## config.mk

```make
export PLATFORM = sky130hd
export DESIGN_NAME = fp_to_int_conv
export DESIGN_NICKNAME = d
export VERILOG_FILES = /design/src/rtl/fp_to_int_conv.sv
export SDC_FILE = /design/constraint.sdc
export NUM_CORES = 1
export LEC_CHECK = 0
export BUFFER_PORTS_ARGS = -buffer_cell sky130_fd_sc_hd__buf_2
export CAP_MARGIN = 20
export CELL_PAD_IN_SITES_DETAIL_PLACEMENT = 0
export CELL_PAD_IN_SITES_GLOBAL_PLACEMENT = 1
export CORE_MARGIN = 10
export CORE_UTILIZATION = 50
export DETAILED_ROUTE_END_ITERATION = 7
export GPL_TIMING_DRIVEN = 0
export PLACE_DENSITY = 0.93
export RECOVER_POWER = 100
export SLEW_MARGIN = 5
export SYNTH_ARGS = -nofsm -noshare
export SYNTH_HDL_FRONTEND = slang
export SYNTH_SLANG_ARGS = --single-unit
```

## constraint.sdc

```tcl
create_clock -name Clk_i -period 9.2 [get_ports Clk_i]
set_input_delay 1.84 -clock Clk_i [delete_from_list [all_inputs] [get_ports Clk_i]]
set_output_delay 1.84 -clock Clk_i [all_outputs]
set_load 0.01 [all_outputs]
```

## src/rtl/fp_to_int_conv.sv

```systemverilog
// fp_to_int_conv: three-stage pipelined float-to-signed-integer converter.
// The floating-point word is {sign, exp, man}. The exponent is biased and the
// mantissa has an implicit leading one. Results that are out of range or
// infinite saturate. A NaN input produces the most positive integer and
// raises Invalid_o. Denormal inputs flush to zero.
//
// Optional feature: define FP_TO_INT_ROUND_NEAREST_EN to round to nearest,
// ties to even. When the macro is undefined, the result is truncated toward
// zero.
//
// Ports:
//   Clk_i         clock
//   RstN_i        asynchronous reset, active low
//   InData_i      FP word {sign, exp, man}
//   InDataVal_i   InData_i valid this cycle
//   OutData_o     signed integer result
//   OutDataVal_o  OutData_o valid (3 cycles after the input is accepted)
//   Overflow_o    result saturated (finite out-of-range or Inf)
//   Invalid_o     input was NaN
module fp_to_int_conv #(
    parameter int unsigned OutWidth = 32,
    parameter int unsigned ExpWidth = 8,
    parameter int unsigned ManWidth = 23,
    parameter int unsigned ExpBias  = 127
) (
    input  logic                         Clk_i,
    input  logic                         RstN_i,
    input  logic [ExpWidth+ManWidth:0]   InData_i,
    input  logic                         InDataVal_i,
    output logic [OutWidth-1:0]          OutData_o,
    output logic                         OutDataVal_o,
    output logic                         Overflow_o,
    output logic                         Invalid_o
);

    localparam int unsigned InWidth  = 1 + ExpWidth + ManWidth;
    localparam int unsigned MagWidth = ((OutWidth > ManWidth + 1) ? OutWidth : ManWidth + 1) + 1;
`ifdef FP_TO_INT_ROUND_NEAREST_EN
    localparam int unsigned GuardW   = 1;
`else
    localparam int unsigned GuardW   = 0;
`endif
    localparam int unsigned VecWidth   = MagWidth + GuardW;
    localparam int unsigned ShWidth    = $clog2(VecWidth + 1);
    // A right shift this large pushes every mantissa bit below the guard position.
    localparam int unsigned RightClamp = ManWidth + 2;

    localparam logic [MagWidth-1:0] PosLimit = MagWidth'((64'd1 << (OutWidth - 1)) - 64'd1);
    localparam logic [MagWidth-1:0] NegLimit = MagWidth'(64'd1 << (OutWidth - 1));
    localparam logic [OutWidth-1:0] MaxPos   = OutWidth'((64'd1 << (OutWidth - 1)) - 64'd1);
    localparam logic [OutWidth-1:0] MinNeg   = ~MaxPos;

    typedef enum logic [2:0] {
        ClsZero,
        ClsNan,
        ClsInf,
        ClsSmall,
        ClsOvf,
        ClsNormal
    } fpClass_t;

    // ---------------- Stage 1: unpack and classify ----------------
    logic                inSign;
    logic [ExpWidth-1:0] inExp;
    logic [ManWidth-1:0] inMan;
    int                  inE;
    fpClass_t            inCls;

    assign inSign = InData_i[InWidth-1];
    assign inExp  = InData_i[ExpWidth+ManWidth-1:ManWidth];
    assign inMan  = InData_i[ManWidth-1:0];

    always_comb begin
        inE   = int'(inExp) - int'(ExpBias);
        inCls = ClsNormal;
        if (inExp == '0) begin
            inCls = ClsZero;
        end else if (&inExp) begin
            inCls = (inMan != '0) ? ClsNan : ClsInf;
        end else if (inE < 0) begin
            inCls = ClsSmall;
        end else if ((inE > int'(OutWidth) - 1) ||
                     ((inE == int'(OutWidth) - 1) && (!inSign || (inMan != '0)))) begin
            // Only the exact most-negative value survives at e == OutWidth-1.
            inCls = ClsOvf;
        end
    end

    logic                       s1Val;
    logic                       s1Sign;
    logic [ManWidth:0]          s1Man;
    logic signed [ExpWidth:0]   s1Exp;
    fpClass_t                   s1Cls;

    always_ff @(posedge Clk_i or negedge RstN_i) begin
        if (!RstN_i) begin
            s1Val  <= 1'b0;
            s1Sign <= 1'b0;
            s1Man  <= '0;
            s1Exp  <= '0;
            s1Cls  <= ClsZero;
        end else begin
            s1Val <= InDataVal_i;
            if (InDataVal_i) begin
                s1Sign <= inSign;
                s1Man  <= {1'b1, inMan};
                s1Exp  <= (ExpWidth + 1)'(inE);
                s1Cls  <= inCls;
            end
        end
    end

    // ---------------- Stage 2: log2-stage barrel shift ----------------
    int                  s1E;
    logic                shLeft;
    logic [ShWidth-1:0]  shAmt;
    logic [VecWidth-1:0] shVec;
`ifdef FP_TO_INT_ROUND_NEAREST_EN
    logic                shSticky;
`endif

    always_comb begin
        s1E    = int'(s1Exp);
        shLeft = 1'b0;
        shAmt  = '0;
        if (s1E >= int'(ManWidth)) begin
            shLeft = 1'b1;
            shAmt  = ShWidth'(s1E - int'(ManWidth));
        end else if (int'(ManWidth) - s1E > int'(RightClamp)) begin
            shAmt  = ShWidth'(RightClamp);
        end else begin
            shAmt  = ShWidth'(int'(ManWidth) - s1E);
        end

        // The mantissa starts one position up when a guard bit is kept below the LSB.
        shVec = VecWidth'(s1Man) << GuardW;
`ifdef FP_TO_INT_ROUND_NEAREST_EN
        shSticky = 1'b0;
`endif
        for (int k = 0; k < int'(ShWidth); k++) begin
            if (shAmt[k]) begin
                if (shLeft) begin
                    shVec = shVec << (1 << k);
                end else begin
`ifdef FP_TO_INT_ROUND_NEAREST_EN
                    // Bits dropped here lie below the new guard position.
                    for (int b = 0; b < int'(VecWidth); b++) begin
                        if (b < (1 << k)) begin
                            shSticky = shSticky | shVec[b];
                        end
                    end
`endif
                    shVec = shVec >> (1 << k);
                end
            end
        end
    end

    logic                s2Val;
    logic                s2Sign;
    fpClass_t            s2Cls;
    logic [MagWidth-1:0] s2Mag;
`ifdef FP_TO_INT_ROUND_NEAREST_EN
    logic                s2Guard;
    logic                s2Sticky;
`endif

    always_ff @(posedge Clk_i or negedge RstN_i) begin
        if (!RstN_i) begin
            s2Val    <= 1'b0;
            s2Sign   <= 1'b0;
            s2Cls    <= ClsZero;
            s2Mag    <= '0;
`ifdef FP_TO_INT_ROUND_NEAREST_EN
            s2Guard  <= 1'b0;
            s2Sticky <= 1'b0;
`endif
        end else begin
            s2Val <= s1Val;
            if (s1Val) begin
                s2Sign   <= s1Sign;
                s2Cls    <= s1Cls;
                s2Mag    <= shVec[VecWidth-1:GuardW];
`ifdef FP_TO_INT_ROUND_NEAREST_EN
                s2Guard  <= shVec[0];
                s2Sticky <= shSticky;
`endif
            end
        end
    end

    // ---------------- Stage 3: round, negate, saturate ----------------
    logic [MagWidth-1:0] rndMag;
    logic                rangeOvf;
    logic [OutWidth-1:0] resData;
    logic                resOvf;
    logic                resInv;

    always_comb begin
        rndMag = s2Mag;
`ifdef FP_TO_INT_ROUND_NEAREST_EN
        rndMag = s2Mag + MagWidth'(s2Guard & (s2Sticky | s2Mag[0]));
`endif
        // A rounding carry can push a finite value past the representable range.
        rangeOvf = s2Sign ? (rndMag > NegLimit) : (rndMag > PosLimit);
        resData  = '0;
        resOvf   = 1'b0;
        resInv   = 1'b0;
        case (s2Cls)
            ClsNan: begin
                resData = MaxPos;
                resInv  = 1'b1;
            end
            ClsInf, ClsOvf: begin
                resData = s2Sign ? MinNeg : MaxPos;
                resOvf  = 1'b1;
            end
`ifdef FP_TO_INT_ROUND_NEAREST_EN
            ClsNormal, ClsSmall: begin
`else
            ClsNormal: begin
`endif
                if (rangeOvf) begin
                    resData = s2Sign ? MinNeg : MaxPos;
                    resOvf  = 1'b1;
                end else begin
                    resData = s2Sign ? OutWidth'(-rndMag) : OutWidth'(rndMag);
                end
            end
            default: begin
                resData = '0;
            end
        endcase
    end

    always_ff @(posedge Clk_i or negedge RstN_i) begin
        if (!RstN_i) begin
            OutDataVal_o <= 1'b0;
            OutData_o    <= '0;
            Overflow_o   <= 1'b0;
            Invalid_o    <= 1'b0;
        end else begin
            OutDataVal_o <= s2Val;
            if (s2Val) begin
                OutData_o  <= resData;
                Overflow_o <= resOvf;
                Invalid_o  <= resInv;
            end
        end
    end

endmodule

```

==> results_dict.tcl <==
set metrics [dict create \
    grt_use_total_pct 26.7 \
    dp_hpwl_mm 25.6 \
    slew_headroom_pct -70.8 \
    dieWidth_microns 154 \
    synth_commonest_cells "dfrtp_1, nor2_1, nand2_1, inv_1, a21oi_1" \
    cts_buffers 9 \
    routed_wl_mm 32.8 \
    final_layout_size_suffix_gt1_share_pct 15.4 \
    syn-instance-count 1032 \
    run_status "finished, violations left" \
    wl_per_cell_microns 24.4 \
    path_clk_slew_ps 90 \
    first_iter_violations 1162 \
    synth_area_leaders "dfrtp_1, o221ai_1, mux2_2" \
    n_antenna_cell 0 \
    synth_edf_count 0 \
    crit_chain "clkbuf_1 -> clkinv_1 -> clkbuf_1 -> ha_1 -> o21ai_0 -> a31oi_1 -> o22ai_1 -> clkbuf_1 -> a211o_1 -> nand2_1 -> a32o_1 -> a211oi_1 -> a21oi_2 -> o32ai_1" \
    finalCriticalPeriod_ps 5650 \
    path_common_cell "clkbuf_1" \
    cts_tree "done" \
    pre_cts_ws_ps 4840 \
    worst_ep_required_time_ps 9450 \
    core_area_sq_um 17400 \
    hold_slack_ps 385 \
    antenna_found_initial 0 \
    ys.flop_type "dfrtp_1" \
    tightest_slew_ps 2560 \
    setup_ws_ps 3550 \
    synth_warnings 0 \
    async_reset_ff_share_pct 100 \
    cts_setup_buffers 0 \
    cts_hold_buf 0 \
    postCtsResizedCells 0 \
    rsz0062_at_grt "no" \
    fin_skew_ps 14.4 \
    initial_utilization_pct 51.3 \
    setup_viol 0 \
    htreeDepth 3 \
    critPathCaptureType "register" \
    die_height_microns 154 \
    yosysMostFrequentCell "dfrtp_1" \
    first_pass_iters 7 \
    syn_area_sq_um 8910 \
    yosys.cell_types.count 101 \
    yosysTopAreaCell "dfrtp_1" \
    slowest_stage "a211oi_1" \
    grt_overflow 0 \
    leakagePower_nw 3.81 \
    synth-seq-cells 111 \
    cts_num_sinks 111 \
    antenna_left 0 \
    worst_ep_arrival_time_ps 5900 \
    p_seq_share_pct 31.7 \
    syn_area_per_cell_sq_um 8.63 \
    ir_worst_vdd_mv 0.161 \
    fin_nets 1156 \
    vias_per_cell 6.72 \
    cp_max_fo 10 \
    p_total_mw 2.33 \
    grt_first_pass_wirelength_mm 51.2 \
    violations "capacitance limit, slew limit" \
    rows 48 \
    cts_max_path_buffers 2 \
    critPathLaunchType "register" \
    slowest_delay_ps 870 \
    grt_pass1_vias 8677 \
    period_share_pct 61.4 \
    num_vias 9005 \
    fillerInstances 1662 \
    synth_top_area_share_pct 31.2 \
    grt_max_degree 65 \
    drc 0 \
    slew_viol_final 48 \
    finalHoldViolations 0 \
    synth_nets 1077 \
    cts_root_buffer "clkbuf_16" \
    clkLatencyLatePin_ps 370 \
    routabilityCongestion 1.02 \
    max_freq_ghz 0.177 \
    hp-class "reg -> reg" \
    power_frac_clock_pct 17.3 \
    crit_type "reg -> reg" \
    p_int_mw 1.22 \
    area_delta_synth_final_pct 9.18 \
    die-area_sq_um 23600 \
    sw_frac_of_total_pct 47.7 \
    p_sw_mw 1.11 \
    totalNegativeSetupSlack_ps 0 \
    maxCapViolCount 1 \
    ys_seq_area_share_pct 31.2 \
    io_pins 70 \
    portBuffers 67 \
    powerDensity_nw_per_um2 239 \
    p_comb_share_pct 51.0 \
]
final timing paths:
check                      startpoint            to  slack (ps)  depth (start not counted)
setup / recovery             s1Exp[0]    rndMag[11]        3550                         14
hold / removal                  s1Val         s2Val         390                          0
setup reg to reg             s1Exp[0]    rndMag[11]        3550                         14
hold reg to reg                 s1Val         s2Val         390                          0
max in group asynchronous      RstN_i    rndMag[25]        5470                          1
min in group asynchronous      RstN_i  OutData_o[0]        2270                          1
cell usage in the layout (no fill, tap or decap), types with 33 or more instances in the layout:
cell type,n
dfrtp_1,111
o221ai_1,44
nor2_1,93
o21ai_0,48
inv_1,53
a21oi_1,50
mux2_2,33
clkbuf_1,82
buf_2,47
nand2_1,84
critical path: cells and delay by family, from the launching register on:
kind,cells,cell delay [ps]
and+or+nand+nor,1,160
buffers and inverters,4,1770
adders and majority gates,1,300
DFF,1,360
AOI/OAI and AO/OA,8,2930
state kept, by name, summed over array words and instances (netlist names):
register and flops:
OutData_o 32, Overflow_o 1, rndMag 33, s2Cls 3
s1Cls 3, s1Exp 9, s1Man 24, Invalid_o 1
s1Val 1, s1Sign 1, s2Sign 1, OutDataVal_o 1
s2Val 1
layer usage:
| metal | up-vias | wire length (microns) | track usage [%] |
|---|---|---|---|
| met2 | 505 | 15000 | 43.0 |
| met5 | - | 0 | 0 |
| li1 | 4091 | - | - |
| met3 | 115 | 2540 | 5.24 |
| met1 | 4294 | 13400 | 33.4 |
| met4 | 0 | 1820 | 13.7 |
stage by stage:
stage	cells	instance area, sq um	util [%]
5_1_grt	1341	9730	56.1
3_3_place_gp	1324	9530	54.9
3_5_place_dp	1325	9560	55.1
4_1_cts	1341	9860	56.8
2_1_floorplan	1032	8910	-
6_report	1341	9730	56.1
kinds of logic after synthesis:
kind of cell               Yosys count  synth area share [%]
xor gates and xnor gates            41                  4.03
muxes                               39                  4.98
buffers and inverters              131                  6.81
adders and majority gates           10                  1.40
AOI/OAI and AO/OA                  361                  32.4
DFF                                111                  31.2
and+or+nand+nor                    339                  19.3
layout make-up:
type                            count  area [sq um]  area share (%)
Buffer                             76           393            4.04
Tap cell                          225           282            2.89
Clock inverter                      7          72.6           0.746
Multi-Input combinational cell    790          5460            56.1
Clock buffer                        9           225            2.31
Inverter                           55           206            2.12
Timing Repair Buffer               68           314            3.23
Sequential cell                   111          2780            28.5
power by group through the flow:
stage / clock network (mW) / registers [mW] / logic [mW]
2_1_floorplan: 0 / 0.710 / 0.829
3_3_place_gp: 0 / 0.736 / 1.19
3_5_place_dp: 0 / 0.741 / 1.19
4_1_cts: 0.405 / 0.732 / 1.19
5_1_grt: 0.422 / 0.748 / 1.29
6_report: 0.402 / 0.738 / 1.19
No activity file was read; power rests on OpenSTA's default activity.
